==> config.mk <==
export PLATFORM = sky130hd
export DESIGN_NAME = gemm_store_controller
export DESIGN_NICKNAME = d
export VERILOG_FILES = /design/src/rtl/gemm_store_controller.sv
export SDC_FILE = /design/constraint.sdc
export NUM_CORES = 1
export LEC_CHECK = 0
export CORE_MARGIN = 10
export CORE_UTILIZATION = 55
export CTS_CLUSTER_SIZE = 30
export DETAILED_ROUTE_END_ITERATION = 10
export PLACE_DENSITY_LB_ADDON = 0.1
export SYNTH_ARGS = -nofsm -noshare
export SYNTH_HDL_FRONTEND = slang
export SYNTH_SLANG_ARGS = --single-unit
export TNS_END_PERCENT = 30
==> constraint.sdc <==
create_clock -name clk -period 6.9 [get_ports clk]
set_input_delay 1.38 -clock clk [delete_from_list [all_inputs] [get_ports clk]]
set_output_delay 1.38 -clock clk [all_outputs]
set_load 0.01 [all_outputs]
==> src/rtl/gemm_store_controller.sv <==
// GEMM store stage: writes msize accumulator rows of the C tile, nsize words per row, while can_store is granted.
// Optional STORE_ACC_CLR_EN adds acc_clr, pulsed the cycle after done_store.
module gemm_store_controller #(
   parameter int ADDR_W = 32,
   parameter int SIZE_W = 5
) (
   input  logic              clk,
   input  logic              rst,
   input  logic              can_store,
   input  logic [ADDR_W-1:0] tile_C_addr,
   input  logic [ADDR_W-1:0] tile_C_stride,
   input  logic [SIZE_W-1:0] msize,
   input  logic [SIZE_W-1:0] nsize,
   input  logic              mem_ready,
   output logic              gen_addr_store,
   output logic [ADDR_W-1:0] next_row_addr_store,
   output logic              interface_en_store,
   output logic              interface_rdwr_store,
   output logic [SIZE_W-1:0] interface_control_store,
   output logic              acc_rd_en,
   output logic [SIZE_W-1:0] acc_rd_row,
`ifdef STORE_ACC_CLR_EN
   output logic              acc_clr,
`endif
   output logic              done_store
);

   // state | meaning
   // IDLE  | waiting for can_store; start cycle issues row 0 address and accumulator read
   // WRITE | write request for row row_cnt_q presented until mem_ready commits it
   // EMPTY | zero-row tile, report done_store without any request
   typedef enum logic [1:0] {IDLE, WRITE, EMPTY} state_e;

   state_e            state_q, state_d;
   logic [SIZE_W-1:0] row_cnt_q, row_cnt_d;
   logic [ADDR_W-1:0] row_addr_q, row_addr_d;
   logic [ADDR_W-1:0] stride_q, stride_d;
   logic [SIZE_W-1:0] msize_q, msize_d;
   logic [SIZE_W-1:0] nsize_q, nsize_d;
   logic [ADDR_W-1:0] row_addr_nxt;
   logic              last_row;

   assign row_addr_nxt = row_addr_q + stride_q;
   assign last_row     = (row_cnt_q == msize_q - SIZE_W'(1));

   always_comb begin
      state_d                 = state_q;
      row_cnt_d               = row_cnt_q;
      row_addr_d              = row_addr_q;
      stride_d                = stride_q;
      msize_d                 = msize_q;
      nsize_d                 = nsize_q;
      gen_addr_store          = 1'b0;
      next_row_addr_store     = '0;
      interface_en_store      = 1'b0;
      interface_control_store = '0;
      acc_rd_en               = 1'b0;
      acc_rd_row              = '0;
      done_store              = 1'b0;
      case (state_q)
         IDLE: begin
            if (can_store) begin
               row_addr_d = tile_C_addr;
               stride_d   = tile_C_stride;
               msize_d    = msize;
               nsize_d    = nsize;
               row_cnt_d  = '0;
               if (msize != '0) begin
                  gen_addr_store      = 1'b1;
                  next_row_addr_store = tile_C_addr;
                  acc_rd_en           = 1'b1;
                  state_d             = WRITE;
               end else begin
                  state_d = EMPTY;
               end
            end
         end
         WRITE: begin
            if (!can_store) begin
               // grant withdrawn: the uncommitted row is dropped
               state_d   = IDLE;
               row_cnt_d = '0;
            end else begin
               interface_en_store      = 1'b1;
               interface_control_store = nsize_q;
               if (mem_ready) begin
                  if (last_row) begin
                     done_store = 1'b1;
                     state_d    = IDLE;
                     row_cnt_d  = '0;
                  end else begin
                     row_cnt_d           = row_cnt_q + SIZE_W'(1);
                     row_addr_d          = row_addr_nxt;
                     gen_addr_store      = 1'b1;
                     next_row_addr_store = row_addr_nxt;
                     acc_rd_en           = 1'b1;
                     acc_rd_row          = row_cnt_q + SIZE_W'(1);
                  end
               end
            end
         end
         EMPTY: begin
            state_d    = IDLE;
            done_store = can_store;
         end
         default: state_d = IDLE;
      endcase
      // outputs are held quiet for the whole reset cycle
      if (!rst) begin
         gen_addr_store          = 1'b0;
         next_row_addr_store     = '0;
         interface_en_store      = 1'b0;
         interface_control_store = '0;
         acc_rd_en               = 1'b0;
         acc_rd_row              = '0;
         done_store              = 1'b0;
      end
   end

   assign interface_rdwr_store = interface_en_store;

   always_ff @(posedge clk) begin
      if (!rst) begin
         state_q    <= IDLE;
         row_cnt_q  <= '0;
         row_addr_q <= '0;
         stride_q   <= '0;
         msize_q    <= '0;
         nsize_q    <= '0;
      end else begin
         state_q    <= state_d;
         row_cnt_q  <= row_cnt_d;
         row_addr_q <= row_addr_d;
         stride_q   <= stride_d;
         msize_q    <= msize_d;
         nsize_q    <= nsize_d;
      end
   end

`ifdef STORE_ACC_CLR_EN
   logic acc_clr_q;

   always_ff @(posedge clk) begin
      if (!rst) acc_clr_q <= 1'b0;
      else      acc_clr_q <= done_store;
   end

   assign acc_clr = acc_clr_q;
`endif

endmodule

Word level (Yosys, flattened, before mapping)
Cells that the tools add are included.
{ "totals": {"out_inout_bits": 47, "elab_cells": 70, "register_bits": 81} }
{ "classes": {"muxes": 45, "n_eq_ne": 9, "addsub": 3, "reduce_logical": 7} }
{ "op_table": {"columns": ["operator", "n"], "rows": [
  ["$mux 32", 10],
  ["$pmux 32 s2", 2],
  ["$mux 5", 11],
  ["$add 32x32->32", 1],
  ["$mux 1", 13],
  ["$mux 2", 5],
  ["$pmux 5 s2", 1],
  ["$ne 2x2->1 const B", 4],
  ["$ne 3x3->1 const B", 2],
  ["$reduce_and 3->1", 2],
  ["$add 5x1->5 const B", 1],
  ["$eq 5x5->1", 1],
  ["$reduce_and 5->1", 1],
  ["$reduce_bool 5->1", 1],
  ["$sub 5x1->5 const B", 1],
  ["$pmux 1 s2", 2],
  ["$pmux 2 s2", 1],
  ["$eq 2x1->1 const B", 1],
  ["$eq 2x2->1 const B", 1],
  ["$logic_not 2->1", 1],
  ["$reduce_and 2->1", 1],
  ["$reduce_bool 2->1", 1]
]} }

Depth between registers and ports, before layout
Gate-level depths: netlist of the first run.
{ "depth": {"ltp_word": 7, "depth_mapped": 11, "ltp_nobuf": 10} }

Worst setup path after synthesis of the first run
OpenSTA, ideal clock, no wires.
{ "synth_timing": {"path_type": "input port to output port", "from": "input mem_ready", "to": "output gen_addr_store", "path_slack_ns": 2.807, "cell_stages": 6, "t_arrival_ns": 2.713, "n_path_buf": 2, "path_cell_list": "inv_1 -> nor3_2 -> nor2_4 -> buf_2 -> a211oi_1 -> buf_4"} }
{ "synth_between": {"elab_chain_cells": 4} }
{ "synth_rtl": {"columns": ["item", "line", "source"], "rows": [
  ["start, declared", "14", "input logic mem_ready,"],
  ["$mux 1 (2 in a row)", null, null],
  ["$pmux 1 s2", null, null],
  ["$mux 1", null, null],
  ["end, declared", "15", "output logic gen_addr_store,"]
]} }
No other way between the ends.

Final worst setup path of the first run
{ "layout_timing": {"from": "input can_store", "to": "output acc_rd_en"} }
{ "layout_between": {"elab_chain_cells": 3, "word_cells_on_any_way": 4, "classes_between": "mux: 4"} }
{ "layout_rtl": {"columns": ["item", "line", "source"], "rows": [
  ["start, declared", "9", "input logic can_store,"],
  ["$mux 1, on equally long branches", "79, 62", null],
  ["$pmux 1 s2 *", "60", "case (state_q)"],
  ["$mux 1 *", "109", "if (!rst) begin"],
  ["end, declared", "20", "output logic acc_rd_en,"]
]} }
Mark *: on every way between the ends. The rest lies on a longest branch, timed or not.

==> flow_metrics.tcl, run 1 <==
set metrics [dict create \
    post_synth_inst_count 766 \
    synth_top_area_cell "sky130_fd_sc_hd__dfxtp_1" \
    synth_top_family_by_area "compound AO/OA/AOI/OAI gates" \
    timing.critical_path.required_ns 5.52 \
    core_area_um2 9910 \
    worstSkewPairLatency_ns 0.39 \
    cts_repair_resize_count 0 \
    hold_class "flop to flop" \
    finalSetupTns_ns 0 \
    post_drt_via_cell_ratio 5.97 \
    die_x_um 121 \
    layout.nets 977 \
    timing.max_slew.rel_slack_pct 38.6 \
    cp-start-kind "primary input" \
    leak_nw 2.83 \
    fp-row-count 36 \
    internal_power_uw 847 \
    fin_crit_sh_pct 82.6 \
    die_h_um 121 \
    rsz0062_at_grt "no" \
    totalWireLength_um 18200 \
    synth.top_cell.area_share_pct 28.6 \
    netSwitchingPower_uw 506 \
    dominantRegCellSynth "sky130_fd_sc_hd__dfxtp_1" \
    pwr-share-seq_pct 40.1 \
    skew_ns 0.0141 \
    max-cap-violations 0 \
    fin_ws_ns 1.20 \
    root_cell_of_the_clock_tree "sky130_fd_sc_hd__clkbuf_8" \
    start_util_pct 57.1 \
    netlist_top_cells_count "sky130_fd_sc_hd__nand2_1, sky130_fd_sc_hd__a21oi_1, sky130_fd_sc_hd__dfxtp_1" \
    num_cts_buffers 9 \
    post_synth_xor_area_fraction_pct 5.88 \
    power_density_nw_per_um2 191 \
    timing.critical_path.fanout_max 22 \
    remaining_drc_errors 0 \
    diodes 0 \
    grt_util_all_layers_pct 23.9 \
    clkTransAtPathRegs_ns 0.08 \
    post_synth_design_cell_area_um2 5660 \
    syn_area_per_cell_um2 7.39 \
    synth-simple-area-share_pct 21.3 \
    dieArea_um2 14700 \
    cp_top_family "simple AND/OR/NAND/NOR gates" \
    drt_iter0_drc 543 \
    drt_pre_antenna_iters 5 \
    setup.worst_path.class "primary input to primary output" \
    max_stage_delay_ns 0.62 \
    tritoncts_num_sinks 81 \
    synth-adder-area-share_pct 8.31 \
    async_reset_ff_share_pct 0 \
    synth_seq_cells 81 \
    multiplexer_share_of_the_synthesized_area_pct 1.99 \
    cp_common_cell "sky130_fd_sc_hd__clkdlybuf4s50_1" \
    drive_gt1_share_pct 4.38 \
    critical_path.slowest_cell "sky130_fd_sc_hd__clkdlybuf4s50_1" \
    status "finished, final reports clean" \
    finalCriticalPeriod_ns 5.70 \
    grt_pass1_wl_um 28800 \
    synth.top_cells.by_area "sky130_fd_sc_hd__dfxtp_1, sky130_fd_sc_hd__a21oi_1, sky130_fd_sc_hd__nand2_1" \
    synth_enable_flop_cells 0 \
    place_inst 984 \
    h-tree-depth 3 \
    post_drt_wl_per_cell_um 18.2 \
    critical_path.cell_chain "clkdlybuf4s50_1, nand2_1, nor2_1, nor2_4, a211oi_1, clkdlybuf4s50_1" \
    achievable-frequency_ghz 0.175 \
    tightest_slew_ns 0.918 \
    clock_tree_from_tritoncts "done" \
    ys_seq_area_share_pct 28.6 \
    dp_worst_setup_slack_ns 1.24 \
    gpl.final_weighted_congestion 0.952 \
    io-pin-count 125 \
    post_synthesis_net_count 881 \
    io_buffers 124 \
    cts-root-to-sink-buffers 2 \
    detailedPlacementHpwl_um 13100 \
    synth-compound-area-share_pct 28.6 \
    vias 5969 \
    slew_viol_final 0 \
    worst-endpoint-arrival_ns 4.32 \
    power.share.switching_pct 37.4 \
    finalHoldViolCount 0 \
    yosys_warnings 0 \
    grt_max_degree 66 \
    share_clk_of_total_power_pct 23.8 \
    timing.final.setup_violations 0 \
    grt_antenna_before_repair 0 \
    cts_hold_buf 0 \
    end_kind "primary output" \
    netlist-cell-type-count 64 \
    post-synth-top-count-cell "sky130_fd_sc_hd__nand2_1" \
    first_global_vias 5831 \
    route.antenna.remaining_nets 0 \
    syn_to_final_growth_pct 25.1 \
    final_cells 1000 \
    crit_buf_inv 2 \
    cts_setup_buffers 0 \
    ir_drop_uv 176 \
    power.combinational.fraction_pct 36.1 \
    remaining_global_route_overflow 0 \
]
==> through the flow <==
| stage | hold slack (ns) | power (mW) | area [um^2] | util, % |
|---|---|---|---|---|
| after CTS | 0.460 | 1.35 | 7080 | 71.5 |
| after global routing | 0.479 | 1.42 | 7080 | 71.5 |
| after detailed placement | 0.449 | 1.03 | 6920 | 69.8 |
| after floorplan | 0.432 | 0.869 | 5660 | - |
| after global placement | 0.438 | 1.02 | 6920 | 69.8 |
| final | 0.456 | 1.35 | 7080 | 71.5 |
==> path summary, 6_finish.rpt <==
kind	slack, ns	startpoint	endpoint	depth (start not counted)
max	1.20	can_store	acc_rd_en	6
min	0.46	nsize_q[3]$_SDFFE_PN0P_	nsize_q[3]$_SDFFE_PN0P_	2
max reg2reg	3.89	msize_q[0]$_SDFFE_PN0P_	row_addr_q[24]$_SDFFE_PN0P_	10
min reg2reg	0.46	nsize_q[3]$_SDFFE_PN0P_	nsize_q[3]$_SDFFE_PN0P_	2
==> power by group through the flow <==
stage / Sequential (mW) / Clock (mW) / Combinational [mW]
6_report: 0.542 / 0.322 / 0.489
5_1_grt: 0.547 / 0.343 / 0.534
3_3_place_gp: 0.550 / 0 / 0.467
3_5_place_dp: 0.552 / 0 / 0.478
2_1_floorplan: 0.542 / 0 / 0.327
4_1_cts: 0.541 / 0.325 / 0.482
==> kinds of logic after synthesis <==
family / after synthesis
muxes: 11
and+or+nand+nor: 276
AOI/OAI and AO/OA: 259
xor gates and xnor gates: 38
adders and majority gates: 37
buffers and inverters: 64
DFF: 81
==> area by class of cell <==
type	count	area, um^2
sequential	81	1620
tap	133	166
clock buffer	12	135
inverter	14	52.6
fill	849	2830
timing repair buffer	135	1320
clock inverter	4	30.0
multi-input combinational	621	3750
==> registers in the layout, indices dropped and copies added, names as in the netlist <==
| signal | flops |
|---|---|
| row_addr_q | 32 |
| stride_q | 32 |
| msize_q | 5 |
| nsize_q | 5 |
| row_cnt_q | 5 |
| state_q | 2 |
==> cell usage in the layout (no fill, tap or decap), types with 9 or more instances in the layout <==
| cell | synthesis | layout |
|---|---|---|
| sky130_fd_sc_hd__nand2_1 | 143 | 143 |
| sky130_fd_sc_hd__clkdlybuf4s50_1 | 0 | 124 |
| sky130_fd_sc_hd__a21oi_1 | 112 | 112 |
| sky130_fd_sc_hd__dfxtp_1 | 81 | 81 |
| sky130_fd_sc_hd__nor2_1 | 63 | 63 |
| sky130_fd_sc_hd__o21ai_0 | 37 | 37 |
| sky130_fd_sc_hd__ha_1 | 36 | 36 |
| sky130_fd_sc_hd__xnor2_1 | 24 | 24 |
| sky130_fd_sc_hd__a21o_1 | 19 | 19 |
| sky130_fd_sc_hd__a22oi_1 | 17 | 17 |
| sky130_fd_sc_hd__nand3_1 | 16 | 16 |
| sky130_fd_sc_hd__xor2_1 | 14 | 14 |
| sky130_fd_sc_hd__inv_1 | 13 | 12 |
| sky130_fd_sc_hd__and2_1 | 11 | 11 |
| sky130_fd_sc_hd__a211oi_1 | 11 | 11 |
| sky130_fd_sc_hd__buf_4 | 3 | 11 |
| sky130_fd_sc_hd__mux2i_1 | 9 | 9 |
| sky130_fd_sc_hd__nor3_1 | 10 | 9 |
| sky130_fd_sc_hd__clkbuf_8 | 0 | 9 |
==> metal layers <==
metal / wire [um] / GRT usage [%]
met5: 0 / 0
met4: 287 / 7.97
met3: 1280 / 5.68
met2: 8400 / 38.8
met1: 8190 / 30.4
==> tightest hold or removal path, cell delays in order, from the launching register on <==
cell,delay (ns)
sky130_fd_sc_hd__dfxtp_1,0.31
sky130_fd_sc_hd__nand2_1,0.05
sky130_fd_sc_hd__a21oi_1,0.05
Power figures use the tool's default switching activity.
==> run 2, diff against run 1 <==
--- a/config.mk
+++ b/config.mk
@@ -6,7 +6,7 @@
 export NUM_CORES = 1
 export LEC_CHECK = 0
 export CORE_MARGIN = 10
-export CORE_UTILIZATION = 55
+export CORE_UTILIZATION = 47
 export CTS_CLUSTER_SIZE = 30
 export DETAILED_ROUTE_END_ITERATION = 10
 export PLACE_DENSITY_LB_ADDON = 0.1
==> constraint.sdc (replaced) <==
create_clock -name clk -period 4.79 [get_ports clk]
set_input_delay 0.958 -clock clk [delete_from_list [all_inputs] [get_ports clk]]
set_output_delay 0.958 -clock clk [all_outputs]
set_load 0.01 [all_outputs]
==> flow_metrics.tcl, run 2 (synthesized netlist as in run 1, its figures left out) <==
set metrics [dict create \
    status "finished, final reports clean" \
    route.antenna.remaining_nets 0 \
    setup.worst_path.class "flop to primary output" \
    root_cell_of_the_clock_tree "sky130_fd_sc_hd__clkbuf_16" \
    critical_path.cell_chain "ha_1, fa_1, a21oi_1, o21ai_0, o21ai_1, o21bai_2, a21oi_1, o21a_1, xnor2_1, a22o_1, clkdlybuf4s50_1" \
    timing.critical_path.required_ns 3.83 \
    syn_to_final_growth_pct 29.0 \
    die_x_um 130 \
    detailedPlacementHpwl_um 13700 \
    drive_gt1_share_pct 5.38 \
    rsz0062_at_grt "no" \
    grt_util_all_layers_pct 22.0 \
    core_area_um2 11900 \
    reg2reg_slack_ns 1.74 \
    io-pin-count 125 \
    achievable-frequency_ghz 0.222 \
    hold_class "flop to flop" \
    fp-row-count 40 \
    reg.largest.list "row_addr_q x32, stride_q x32" \
    finalSetupTns_ns 0 \
    timing.final.setup_violations 0 \
    fin_ws_ns 0.284 \
    hp-start "nsize_q[1]$_SDFFE_PN0P_" \
    diodes 0 \
    final_cell_mix "sky130_fd_sc_hd__nand2_1, sky130_fd_sc_hd__clkdlybuf4s50_1, sky130_fd_sc_hd__a21oi_1" \
    startpoint "row_addr_q[0]$_SDFFE_PN0P_" \
    timing.critical_path.fanout_max 5 \
    vias 5951 \
    start_util_pct 47.5 \
    cts-root-to-sink-buffers 2 \
    dieArea_um2 16800 \
    timing.max_slew.rel_slack_pct 37.0 \
    totalWireLength_um 18600 \
    cts_setup_buffers 0 \
    die_h_um 130 \
    skew_ns 0.00660 \
    layout.nets 984 \
    end_kind "primary output" \
    grt_antenna_before_repair 0 \
    num_cts_buffers 9 \
    grt_max_degree 66 \
    slew_viol_final 0 \
    drt_iter0_drc 358 \
    cp_common_cell "sky130_fd_sc_hd__a21oi_1" \
    finalCriticalPeriod_ns 4.51 \
    dp_worst_setup_slack_ns 0.467 \
    worstSkewPairLatency_ns 0.35 \
    io_buffers 124 \
    multiInputGateArea_um2 3760 \
    grt_pass1_wl_um 30000 \
    regToRegStartpoint "msize_q[0]$_SDFFE_PN0P_" \
    post_drt_via_cell_ratio 5.83 \
    drt_pre_antenna_iters 4 \
    first_global_vias 5893 \
    worstReg2RegEnd "row_addr_q[31]$_SDFFE_PN0P_" \
    cp-start-kind "flop" \
    h-tree-depth 3 \
    fin_hold_ws_ns 0.453 \
    tritoncts_num_sinks 81 \
    finalHoldViolCount 0 \
    tightest_slew_ns 0.942 \
    ir_drop_uv 152 \
    layout.filler_cells 1144 \
    fin_crit_sh_pct 94.1 \
    regArea_um2 1620 \
    max_stage_delay_ns 0.53 \
    remaining_global_route_overflow 0 \
    worst_r2r_path_depth 10 \
    worstSetupEndpoint "next_row_addr_store[26]" \
    max-cap-violations 0 \
    post_drt_wl_per_cell_um 18.2 \
    power_mw 2.24 \
    gpl.final_weighted_congestion 0.970 \
    power_density_nw_per_um2 307 \
    critical_path.slowest_cell "sky130_fd_sc_hd__clkdlybuf4s50_1" \
    remaining_drc_errors 0 \
    clock_tree_from_tritoncts "done" \
    clkTransAtPathRegs_ns 0.06 \
    final_cells 1020 \
    mostFrequentLayoutCell "sky130_fd_sc_hd__nand2_1" \
    place_inst 1005 \
    leak_nw 2.94 \
    worst-endpoint-arrival_ns 3.55 \
]
run 2: worst max-delay path, delay by kind of cell (launching register included):
kind / cells / cell delay [ns]
xor+xnor: 1 / 0.17
buf+inv: 1 / 0.53
compound gates: 7 / 1.53
flops: 1 / 0.31
fa+ha+maj: 2 / 0.66
run 2: how the worst min path moves through the flow:
stage / to / slack, ns / cells past startpoint
final: nsize_q[1]$_SDFFE_PN0P_ / 0.45 / 2
after detailed placement: nsize_q[1]$_SDFFE_PN0P_ / 0.45 / 2
after global placement: nsize_q[3]$_SDFFE_PN0P_ / 0.44 / 2
after global routing: stride_q[12]$_SDFFE_PN0P_ / 0.47 / 2
after floorplan: nsize_q[0]$_SDFFE_PN0P_ / 0.43 / 2
after CTS: nsize_q[1]$_SDFFE_PN0P_ / 0.46 / 2
run 2: where the power goes:
part	internal, mW	switching, mW
Clock	0.468	0.281
Sequential	0.739	0.0410
Combinational	0.301	0.414
run 2: routing by layer:
| layer | routed length, um | GRT usage [%] |
|---|---|---|
| met1 | 8250 | 28.3 |
| met4 | 288 | 6.68 |
| met2 | 8810 | 36.7 |
| met5 | 0 | 0 |
| met3 | 1270 | 4.22 |
run 2: through the flow:
| step | util [%] | cell area (um^2) |
|---|---|---|
| 2_1_floorplan | - | 5660 |
| 3_3_place_gp | 58.7 | 6990 |
| 3_5_place_dp | 58.7 | 6990 |
| 4_1_cts | 61.3 | 7300 |
| 5_1_grt | 61.3 | 7300 |
| 6_report | 61.3 | 7300 |
run 2: timing repair:
| item | in CTS | in global routing |
|---|---|---|
| resized for setup | 0 | 2 |
| endpoints found under the setup margin | 0 | 3 |
| hold endpoints to repair | 0 | 0 |
| hold buffers | 0 | 0 |
run 2: final cells by class:
class | count | share of cell area [%]
clock buffers | 12 | 3.38
repair buffers | 142 | 18.8
well taps | 147 | 2.52
clock inverters | 3 | 0.891
inverters | 14 | 0.720
multi-input cells | 621 | 51.4
flip-flops and latches | 81 | 22.2
==> run 3, diff against run 2 <==
--- a/config.mk
+++ b/config.mk
@@ -10,6 +10,8 @@
 export CTS_CLUSTER_SIZE = 30
 export DETAILED_ROUTE_END_ITERATION = 10
 export PLACE_DENSITY_LB_ADDON = 0.1
+export SKIP_CTS_REPAIR_TIMING = 1
+export SKIP_LAST_GASP = 1
 export SYNTH_ARGS = -nofsm -noshare
 export SYNTH_HDL_FRONTEND = slang
 export SYNTH_SLANG_ARGS = --single-unit
==> results of run 3 <==
Same layout as run 2: the final DEF is identical, and so are final timing and power.
